### config.mk
export PLATFORM = sky130hd
export DESIGN_NAME = gray_conv_arbiter_flat
export DESIGN_NICKNAME = d
export VERILOG_FILES = /design/src/rtl/gray_pkg.sv /design/src/rtl/gray_conv_arbiter_if.sv /design/src/rtl/bin2gray_core.sv /design/src/rtl/gray_conv_arbiter.sv /design/src/flat_wrapper.sv
export SDC_FILE = /design/constraint.sdc
export NUM_CORES = 1
export LEC_CHECK = 0
export CORE_MARGIN = 2
export CORE_UTILIZATION = 55
export CTS_BUF_LIST = sky130_fd_sc_hd__clkbuf_8 sky130_fd_sc_hd__clkbuf_16
export DETAILED_ROUTE_END_ITERATION = 12
export DONT_BUFFER_PORTS = 1
export GPL_TIMING_DRIVEN = 0
export HOLD_SLACK_MARGIN = 0.03
export PLACE_DENSITY = 0.76
export SETUP_SLACK_MARGIN = 0.15
export SLEW_MARGIN = 20
export SYNTH_ARGS = -nofsm -noshare
export SYNTH_HDL_FRONTEND = slang
export SYNTH_HIERARCHICAL = 1
export SYNTH_SLANG_ARGS = --single-unit
### constraint.sdc
create_clock -name clk -period 2.24 [get_ports clk]
set_clock_uncertainty 0.15 [all_clocks]
set_input_delay 0.336 -clock clk [delete_from_list [all_inputs] [get_ports clk]]
set_output_delay 0.336 -clock clk [all_outputs]
set_load 0.05 [all_outputs]
### src/rtl/gray_pkg.sv
// gray_pkg: shared defaults and state type for the Gray conversion arbiter
package gray_pkg;
    localparam int NUM_DEF  = 6;
    localparam int NREQ_DEF = 4;
    localparam int ID_W_DEF = $clog2(NREQ_DEF);
    typedef enum logic {EMPTY, FULL} state_t;
endpackage

### src/rtl/gray_conv_arbiter_if.sv
// gray_conv_arbiter_if: requester, result and handshake bus of the Gray conversion arbiter
interface gray_conv_arbiter_if import gray_pkg::*; #(
    parameter int NUM  = NUM_DEF,
    parameter int NREQ = NREQ_DEF
);
    logic [NREQ-1:0]               req_i;
    logic [NREQ-1:0][NUM-1:0]      bin_i;
    logic [NREQ-1:0]               ack_o;
    logic [NUM-1:0]                gray_o;
    logic [$clog2(NREQ)-1:0]       id_o;
    logic                          valid_o;
    logic                          ready_i;
    logic [7:0]                    cnt_o;
    modport slave (
        input  req_i, bin_i, ready_i,
        output ack_o, gray_o, id_o, valid_o, cnt_o
    );
    modport master (
        output req_i, bin_i, ready_i,
        input  ack_o, gray_o, id_o, valid_o, cnt_o
    );
endinterface

### src/rtl/bin2gray_core.sv
// bin2gray_core: combinational binary to reflected Gray code conversion
module bin2gray_core #(
    parameter int NUM = 6
) (
    input  logic [NUM-1:0] bin,
    output logic [NUM-1:0] gray
);
    assign gray = bin ^ (bin >> 1);
endmodule

### src/rtl/gray_conv_arbiter.sv
// gray_conv_arbiter: round-robin arbiter feeding one Gray converter into a valid/ready output register
module gray_conv_arbiter import gray_pkg::*; #(
    parameter int NUM  = NUM_DEF,
    parameter int NREQ = NREQ_DEF
) (
    input logic               clk,
    input logic               rst_n,
    gray_conv_arbiter_if.slave bus
);
    localparam int IW = $clog2(NREQ);
    state_t          state;
    logic [NUM-1:0]  gray_q;
    logic [NUM-1:0]  gray_w;
    logic [IW-1:0]   id_q;
    logic [IW-1:0]   ptr;
    logic [IW-1:0]   win;
    logic [IW-1:0]   idx;
    logic [7:0]      cnt_q;
    logic            found;
    logic            accept;
    // search upward from ptr; IW-bit index arithmetic wraps NREQ-1 to 0
    always_comb begin
        found = 1'b0;
        win   = '0;
        idx   = '0;
        for (int i = 0; i < NREQ; i++) begin
            idx = ptr + IW'(i);
            if (!found && bus.req_i[idx]) begin
                found = 1'b1;
                win   = idx;
            end
        end
    end
    assign accept = found && (state == EMPTY || bus.ready_i);
    bin2gray_core #(.NUM(NUM)) u_core (
        .bin  (bus.bin_i[win]),
        .gray (gray_w)
    );
    always_ff @(posedge clk or negedge rst_n) begin
        if (!rst_n) begin
            state  <= EMPTY;
            gray_q <= '0;
            id_q   <= '0;
            ptr    <= '0;
            cnt_q  <= '0;
        end else begin
            if (state == FULL && bus.ready_i)
                cnt_q <= cnt_q + 8'd1;
            if (accept) begin
                state  <= FULL;
                gray_q <= gray_w;
                id_q   <= win;
                ptr    <= win + IW'(1);
            end else if (bus.ready_i) begin
                state <= EMPTY;
            end
        end
    end
    assign bus.ack_o   = (accept && rst_n) ? NREQ'(1) << win : '0;
    assign bus.gray_o  = gray_q;
    assign bus.id_o    = id_q;
    assign bus.valid_o = state == FULL;
    assign bus.cnt_o   = cnt_q;
endmodule

### src/flat_wrapper.sv
// flat-port wrapper written by rule: the top's interface ports become plain ports
module gray_conv_arbiter_flat import gray_pkg::*;
#(
    parameter int NUM  = NUM_DEF,
    parameter int NREQ = NREQ_DEF
)
  (clk, rst_n, bus_req_i, bus_bin_i, bus_ready_i, bus_ack_o, bus_gray_o, bus_id_o, bus_valid_o, bus_cnt_o);
  gray_conv_arbiter_if #(.NUM(NUM), .NREQ(NREQ)) bus_i ();
  input logic clk;
  input logic rst_n;
  input wire logic [$bits(bus_i.req_i)-1:0] bus_req_i;
  input wire logic [$bits(bus_i.bin_i)-1:0] bus_bin_i;
  input wire logic [$bits(bus_i.ready_i)-1:0] bus_ready_i;
  output wire logic [$bits(bus_i.ack_o)-1:0] bus_ack_o;
  output wire logic [$bits(bus_i.gray_o)-1:0] bus_gray_o;
  output wire logic [$bits(bus_i.id_o)-1:0] bus_id_o;
  output wire logic [$bits(bus_i.valid_o)-1:0] bus_valid_o;
  output wire logic [$bits(bus_i.cnt_o)-1:0] bus_cnt_o;
  assign bus_i.req_i = bus_req_i;
  assign bus_i.bin_i = bus_bin_i;
  assign bus_i.ready_i = bus_ready_i;
  assign bus_ack_o = bus_i.ack_o;
  assign bus_gray_o = bus_i.gray_o;
  assign bus_id_o = bus_i.id_o;
  assign bus_valid_o = bus_i.valid_o;
  assign bus_cnt_o = bus_i.cnt_o;
  gray_conv_arbiter #(.NUM(NUM), .NREQ(NREQ)) u_core (.clk(clk), .rst_n(rst_n), .bus(bus_i));
endmodule
### After elaboration in Yosys (flattened, before gate mapping)

Cells that the tools add are included.
W data, S select, Z words.

| word-level totals | value |
|---|---|
| input bits | 31 |
| word-level logic and storage cells | 50 |
| bits in registers | 19 |

| operators by class | value |
|---|---|
| bitwise gates (word level) | 2 |
| multiplexer cells | 21 |
| add/sub/neg operators | 5 |
| shifts and indexed selects | 1 |
| magnitude comparators | 5 |
| reduce and logical (&&, ||, !) cells | 11 |

Operators with widths:

| cell | number |
|---|---|
| $lt A2 B3 Y1 const B | 5 |
| $bmux W6 S2 | 1 |
| $mux W1 | 10 |
| $add A8 B1 Y8 const B | 1 |
| $bmux W1 S2 | 4 |
| $mux W2 | 4 |
| $logic_and A1 B1 Y1 | 6 |
| $mux W6 | 1 |
| $xor A6 B5 Y6 | 1 |
| $add A2 B1 Y2 const B | 2 |
| $add A2 B2 Y2 const B | 2 |
| $mux W4 | 1 |
| $shl A1 B2 Y4 const A | 1 |
| $logic_not A1 Y1 | 3 |
| $reduce_bool A2 Y1 | 1 |
| $logic_or A1 B1 Y1 | 1 |
| $not A1 Y1 | 1 |

### Depth between registers and ports, before layout

Gate-level depths: netlist (run 1).

| depth | value |
|---|---|
| depth in word-level cells | 15 |
| mapped depth | 8 |
| gate-level depth less buffers | 7 |

### Hierarchy

The synthesis (run 1) kept the hierarchy.

Modules (own cells, without submodules):

| module | area each (sq um) | cells an instance | seq. area each (sq um) | times used |
|---|---|---|---|---|
| gray_conv_arbiter | 1099.8 | 94 | 475.5 | 1 |
| bin2gray_core | 51.3 | 6 | 0.0 | 1 |

### Worst setup path before layout (run 1)

Ideal clock, no wire load.

| timing | value |
|---|---|
| path type | register -> output |
| start point | register u_core.state, in the netlist u_core/bus.valid_o |
| end point | output bus_ack_o[0] |
| stages on the path, launching flop included | 5 |
| data required time | 1754 ps |
| setup slack | -180 ps |
| arrival time | 1934 ps |
| buffers on the path | 1 |
| cell sequence | dfrtp_1 a21oi_1 buf_4 nand3b_1 nor2_1 |

| between the ends | value |
|---|---|
| cells in the longest elaborated chain, start to end | 5 |

RTL lines:

| what | line | source |
|---|---|---|
| start, declared | gray_conv_arbiter.sv:11 | `state_t state;` |
| start signal, assigned | gray_conv_arbiter.sv:41 | `state <= EMPTY;` |
| start signal, assigned | gray_conv_arbiter.sv:50 | `state <= FULL;` |
| start signal, assigned | gray_conv_arbiter.sv:55 | `state <= EMPTY;` |
| $not A1 Y1 | gray_conv_arbiter.sv:34 | `assign accept = found && (state == EMPTY \|\| bus.ready_i);` |
| $logic_or A1 B1 Y1 | gray_conv_arbiter.sv:34 |  |
| $logic_and A1 B1 Y1 | gray_conv_arbiter.sv:34 |  |
| $logic_and A1 B1 Y1 | gray_conv_arbiter.sv:59 | `assign bus.ack_o = (accept && rst_n) ? NREQ'(1) << win : '0;` |
| $mux W4 | gray_conv_arbiter.sv:59 |  |
| end, declared | flat_wrapper.sv:14 | `output wire logic [$bits(bus_i.ack_o)-1:0] bus_ack_o;` |

No other way between the ends.

### Final worst setup path (run 1)

| timing | value |
|---|---|
| start point | register u_core.ptr[1] |
| end point | register u_core.gray_q[2], in the netlist u_core/bus.gray_o[2] |

| between the ends | value |
|---|---|
| cells in the longest elaborated chain, start to end | 15 |

RTL lines:

| what | line | source |
|---|---|---|
| start, declared | gray_conv_arbiter.sv:15 | `logic [IW-1:0] ptr;` |
| start signal, assigned | gray_conv_arbiter.sv:53 | `ptr <= win + IW'(1);` |
| branches (longest 11 deep; another with $add A2 B1 Y2) | - |  |
| $mux W2 (*) | gray_conv_arbiter.sv:28 | `if (!found && bus.req_i[idx]) begin` |
| $bmux W6 S2 (*) | gray_conv_arbiter.sv:36 | `.bin (bus.bin_i[win]),` |
| $mux W6 (implied by the code) (*) | gray_conv_arbiter.sv:36 |  |
| $xor A6 B5 Y6 (*) | bin2gray_core.sv:8 | `assign gray = bin ^ (bin >> 1);` |
| via u_core.gray_w[2] | gray_conv_arbiter.sv:13 | `logic [NUM-1:0] gray_w;` |
| end signal, assigned | gray_conv_arbiter.sv:51 | `gray_q <= gray_w;` |
| end, declared | gray_conv_arbiter.sv:12 | `logic [NUM-1:0] gray_q;` |

Mark *: on every way through the listed nets, which the timed path passes. The select of a mux whose other input is x is not followed.
A chain may end at the register's enable or synchronous reset.

==> flow_metrics.env, run 1 <==
export IMPL_drtIter0Drc=8
export IMPL_rr_worst_depth=9
export IMPL_status="finished with violations"
export IMPL_initial_core_util=0.587
export IMPL_core_um2=1960
export IMPL_vias=828
export IMPL_r2r_start="u_core/ptr[1]"
export IMPL_synth_area_um2=1150
export IMPL_worst_ep_required_time_ps=2230
export IMPL_grt_pass1_vias=848
export IMPL_place_hpwl_mm=1.60
export IMPL_drt_wirelength_per_cell_um=18.7
export IMPL_stdcell_count=142
export IMPL_ant_nets=0
export IMPL_end_kind="flip-flop"
export IMPL_crit_fanout=8
export IMPL_hp_class="in2reg"
export IMPL_fp_dieArea_um2=2480
export IMPL_overflow=0
export IMPL_period_share=1.03
export IMPL_whs_path_depth=2
export IMPL_die_w_um=49.8
export IMPL_async_flop_share=1.00
export IMPL_die_y_um=49.8
export IMPL_cap_viol_max_count=0
export IMPL_antenna_cells=0
export IMPL_antenna_found_initial=0
export IMPL_num_rows=16
export IMPL_area_growth_pct=31.8
export IMPL_max_freq_mhz=433
export IMPL_synth_warnings=6
export IMPL_powerDensity_nw_per_um2=1420
export IMPL_synthFlopType="dfrtp_1"
export IMPL_syn_nets=132
export IMPL_violations="setup timing"
export IMPL_arrival_ps=2300
export IMPL_gp_congestion=0.678
export IMPL_multi_input_area_um2=795
export IMPL_portBuffers=0
export IMPL_synth_area_leaders="dfrtp_1 (41%), mux2i_1 (17%), mux2_2 (8.8%)"
export IMPL_pre_cts_slack_ps=-84.5
export IMPL_viasPerCell=5.83
export IMPL_setup_viol=7
export IMPL_fillerInstances=135
export IMPL_holdPathEnd="u_core/bus.valid_o"
export IMPL_dr_pass1_iters=4
export IMPL_cts_root_buf="clkbuf_8"
export IMPL_power_leakage_nw=0.609
export IMPL_clk_latency_ps=250
export IMPL_fin_ws_ps=-68.3
export IMPL_r2r_setup_slack_ps=-70
export IMPL_cts_sinks=19
export IMPL_worst_pin_slew_ps=863
export IMPL_yosysSeqAreaShare=0.413
export IMPL_critical_path_class="reg2reg"
export IMPL_track_usage=0.226
export IMPL_worstHoldStart="bus_req_i[0]"
export IMPL_ir_worst_vdd_uv=1140
export IMPL_clk_pin_slew_ps=70
export IMPL_slew_headroom=0.423
export IMPL_setup_tns_ps=-308
export IMPL_ys_types=25
export IMPL_finalCriticalPeriod_ps=2310
export IMPL_maxSlewViolCount=0
export IMPL_syn_area_per_cell_um2=11.5
export IMPL_cts_tree="yes"
export IMPL_htreeDepth=1
export IMPL_numCtsBuffers=3
export IMPL_start_kind="flip-flop"
export IMPL_synth_top_area_frac=0.413
export IMPL_synthTopCellsByCount="dfrtp_1 (19), mux2i_1 (19), mux2_2 (9)"
export IMPL_netlist_instances=100
export IMPL_regArea_um2=478
export IMPL_grt_max_degree=20
export IMPL_grt_pass1_wl_mm=4.14
export IMPL_layout_drive_gt1_share=0.478
export IMPL_utilization=0.774
export IMPL_hold_viol=0
export IMPL_nNetsFinal=148
export IMPL_rsz0062_at_grt="yes"
export IMPL_drc=0
export IMPL_whs_ps=121
export IMPL_r2r_end="u_core/bus.gray_o[2]"
export IMPL_synth_edf_count=0
export IMPL_cts_path_max_buffers=2
export IMPL_ioPinCount=52
export IMPL_synth_top_area_cell="dfrtp_1"
export IMPL_ys_ff_latch=19
export IMPL_routed_wl_mm=2.66
export IMPL_dp_cells=127
==> placed cells by master, fill, tap and decap left out, types with 6 or more instances in the layout <==
cell	n
mux2i_1	6
buf_4	10
xnor2_1	7
xor2_1	6
dfrtp_1	17
mux2_2	9
mux2i_4	9
==> through the flow <==
step,area [um^2],power [mW]
floorplan,1180,1.55
global placement,1210,1.63
detailed placement,1210,1.66
CTS,1450,2.08
global route,1520,2.27
finish,1520,2.16
==> routing by layer <==
layer	track usage	wire length [um]	vias to the layer above
li1	-	-	387
met4	0.0972	55	0
met3	0.0697	163	6
met5	0	0	-
met2	0.364	1430	32
met1	0.279	1010	403
==> worst max path at each step <==
stage | start | to | slack, ps | cells past startpoint
after detailed placement | u_core/ptr[1] | u_core/bus.gray_o[0] | -80 | 8
final | u_core/ptr[1] | u_core/bus.gray_o[2] | -70 | 9
after floorplan | u_core/bus.valid_o | bus_ack_o[1] | 130 | 4
after global placement | u_core/bus.valid_o | bus_ack_o[1] | -30 | 4
after CTS | u_core/ptr[1] | bus_ack_o[0] | -40 | 5
after global routing | u_core/ptr[1] | u_core/bus.gray_o[2] | -150 | 8
==> state kept, by name, summed over array words and instances (netlist names) <==
name                count
u_core/bus.cnt_o        8
u_core/bus.gray_o       6
u_core/bus.id_o         2
u_core/bus.valid_o      1
u_core/ptr              2
==> power by group <==
group	internal [mW]	total (mW)	switching, mW	leakage (nW)
Sequential	0.475	1.08	0.600	0.223
Combinational	0.478	0.853	0.375	0.359
Clock	0.122	0.230	0.108	0.0269
Total	1.07	2.16	1.08	0.609
==> worst max-delay path, cell delays in order, from the launching register on <==
cell and delay [ps]:
dfrtp_2 460, nand2_1 130, nand3b_1 140, a2bb2oi_4 260, buf_12 160, buf_4 120
mux2i_4 220, mux2i_4 100, xor2_1 170, mux2_2 280
==> final cells by class <==
cell class                      count  share of cell area
Timing Repair Buffer               11              0.0660
Clock inverter                      1             0.00247
Multi-Input combinational cell     72               0.523
Tap cell                           27              0.0223
Sequential cell                    19               0.315
Clock buffer                        3              0.0272
Inverter                            4             0.00989
Buffer                              5              0.0338
==> cells by family after synthesis <==
group	after synthesis	synth area share
XOR/XNOR	13	0.0989
AO/OA/AOI/OAI	9	0.0707
buffers and inverters	9	0.0543
flip-flops	19	0.413
multiplexers	28	0.253
AND/OR/NAND/NOR	21	0.0989
adder cells (fa/ha/maj)	1	0.0109
==> what timing repair did <==
| action | in CTS | in global routing |
|---|---|---|
| endpoints found under the setup margin | 9 | 10 |
| buffers inserted | 8 | 1 |
| gates resized for setup | 22 | 11 |
| pin swaps | 6 | 6 |
| hold buffers | 2 | 0 |
| endpoints found under the hold margin | 20 | 0 |
| gates cloned | 0 | 0 |
(Power assumes the default switching activity.)
==> run 2: changes to the inputs <==
--- a/config.mk
+++ b/config.mk
@@ -7,7 +7,7 @@
 export LEC_CHECK = 0
 export CORE_MARGIN = 2
 export CORE_UTILIZATION = 55
-export CTS_BUF_LIST = sky130_fd_sc_hd__clkbuf_8 sky130_fd_sc_hd__clkbuf_16
+export CTS_BUF_LIST = sky130_fd_sc_hd__clkbuf_16
 export DETAILED_ROUTE_END_ITERATION = 12
 export DONT_BUFFER_PORTS = 1
 export GPL_TIMING_DRIVEN = 0
==> run 2 against run 1 <==
Against the previous run:
- the flow still finishes with violations (setup timing)
- core utilization grew 1.6 points
- global-route usage grew 1.2 points
- sequential share of layout area shrank 0.56 points
- combinational power is essentially flat
- total power grew 5.9%
==> flow_metrics.env, run 2 (synthesis results as in run 1) <==
export IMPL_area_growth_pct=34.6
export IMPL_drt_wirelength_per_cell_um=19.4
export IMPL_final_cell_mix="dfrtp_1 (16), mux2i_4 (9), buf_4 (9), mux2_2 (9), xnor2_1 (7)"
export IMPL_max_freq_mhz=434
export IMPL_nNetsFinal=147
export IMPL_layout_drive_gt1_share=0.491
export IMPL_ir_worst_vdd_uv=1190
export IMPL_clk_latency_ps=250
export IMPL_drc=0
export IMPL_antenna_found_initial=0
export IMPL_cts_root_buf="clkbuf_16"
export IMPL_grt_pass1_wl_mm=4.26
export IMPL_track_usage=0.238
export IMPL_routed_wl_mm=2.73
export IMPL_core_um2=1960
export IMPL_crit_buf_inv=1
export IMPL_final_common_cell="dfrtp_1"
export IMPL_finalCriticalPeriod_ps=2300
export IMPL_largest_reg_flops=8
export IMPL_die_y_um=49.8
export IMPL_overflow=0
export IMPL_die_w_um=49.8
export IMPL_antenna_cells=0
export IMPL_arrival_ps=1820
export IMPL_violations="setup timing"
export IMPL_dr_pass1_iters=3
export IMPL_slowest_stage="dfrtp_2"
export IMPL_vias=838
export IMPL_initial_core_util=0.587
export IMPL_r2r_start="u_core/ptr[1]"
export IMPL_cp_top_family="simple AND/OR/NAND/NOR gates"
export IMPL_num_rows=16
export IMPL_rr_worst_depth=7
export IMPL_powerDensity_nw_per_um2=1480
export IMPL_place_hpwl_mm=1.60
export IMPL_cp_cell_sequence="mux2i_2, a211oi_2, buf_6, nand3b_1, nor2_4"
export IMPL_ant_nets=0
export IMPL_end_kind="output port"
export IMPL_clk_pin_slew_ps=50
export IMPL_cts_tree="yes"
export IMPL_utilization=0.790
export IMPL_period_share=1.03
export IMPL_start_kind="flip-flop"
export IMPL_worst_ep_required_time_ps=1750
export IMPL_drtIter0Drc=7
export IMPL_slew_headroom=0.417
export IMPL_critical_path_class="reg2out"
export IMPL_numCtsBuffers=3
export IMPL_gp_congestion=0.678
export IMPL_r2r_setup_slack_ps=-40
export IMPL_r2r_end="u_core/bus.gray_o[4]"
export IMPL_startpoint="u_core/ptr[1]"
export IMPL_power_leakage_nw=0.615
export IMPL_cts_sinks=19
export IMPL_status="finished with violations"
export IMPL_viasPerCell=5.94
export IMPL_fp_dieArea_um2=2480
export IMPL_pre_cts_slack_ps=-84.5
export IMPL_maxSlewViolCount=0
export IMPL_cp_depth=5
export IMPL_hp_class="in2reg"
export IMPL_grt_max_degree=20
export IMPL_htreeDepth=1
export IMPL_cap_viol_max_count=0
export IMPL_critPathMaxStageDelay_ps=440
export IMPL_setup_viol=7
export IMPL_crit_path_end="bus_ack_o[2]"
export IMPL_portBuffers=0
export IMPL_crit_fanout=5
export IMPL_worst_pin_slew_ps=871
export IMPL_ioPinCount=52
export IMPL_fin_ws_ps=-64.1
export IMPL_grt_pass1_vias=866
export IMPL_cts_path_max_buffers=2
export IMPL_rsz0062_at_grt="yes"
export IMPL_setup_tns_ps=-258
export IMPL_hold_viol=0
run 2: cell types whose count changed in the layout (fill, tap and decap cells not counted), sizes merged:
cell  change
buf       -1
run 2: repair_timing:
action	4_1_cts	5_1_grt
setup buffers	7	1
pin swaps	6	4
hold buffers	2	0
endpoints found under the setup margin	10	10
gates resized for setup	25	10
cloned	0	0
endpoints found under the hold margin	20	0
run 2: where the power goes:
group          leakage, nW  total (mW)  switching [mW]  internal [mW]
sequential           0.222        1.08           0.600          0.477
combinational        0.350       0.852           0.377          0.474
clock               0.0423       0.358           0.121          0.237
total                0.615        2.29            1.10           1.19
run 2: layout make-up:
| cell class | count | area [um^2] |
|---|---|---|
| Tap cell | 27 | 33.8 |
| Timing Repair Buffer | 10 | 92.6 |
| Buffer | 5 | 51.3 |
| Multi-Input combinational cell | 72 | 798 |
| Clock buffer | 3 | 75.1 |
| Clock inverter | 1 | 3.75 |
| Fill cell | 121 | 413 |
| Inverter | 4 | 15.0 |
| Sequential cell | 19 | 479 |
run 2: worst min path at each step:
stage          depth (start not counted)    startpoint             endpoint
2_1_floorplan                          0         rst_n  u_core/bus.cnt_o[0]
3_3_place_gp                           0         rst_n   u_core/bus.id_o[1]
3_5_place_dp                           0         rst_n   u_core/bus.id_o[1]
4_1_cts                                2  bus_req_i[0]   u_core/bus.valid_o
5_1_grt                                2  bus_req_i[0]   u_core/bus.valid_o
6_report                               2  bus_req_i[0]   u_core/bus.valid_o
run 2: routing by layer:
metal  global-route usage  part of all wire  up-vias
met3               0.0636             0.067        8
li1                     -                 -      385
met4                0.125             0.027        0
met2                0.402              0.53       36
met5                    0                 0        -
met1                0.274              0.38      409
run 2: through the flow:
step	hold WS, ps	instances	area (um^2)	total power [mW]
after floorplan	-110	100	1180	1.55
after global placement	-109	127	1210	1.63
after detailed placement	-109	127	1210	1.66
after CTS	109	140	1500	2.23
after global routing	121	141	1550	2.38
final	116	141	1550	2.29
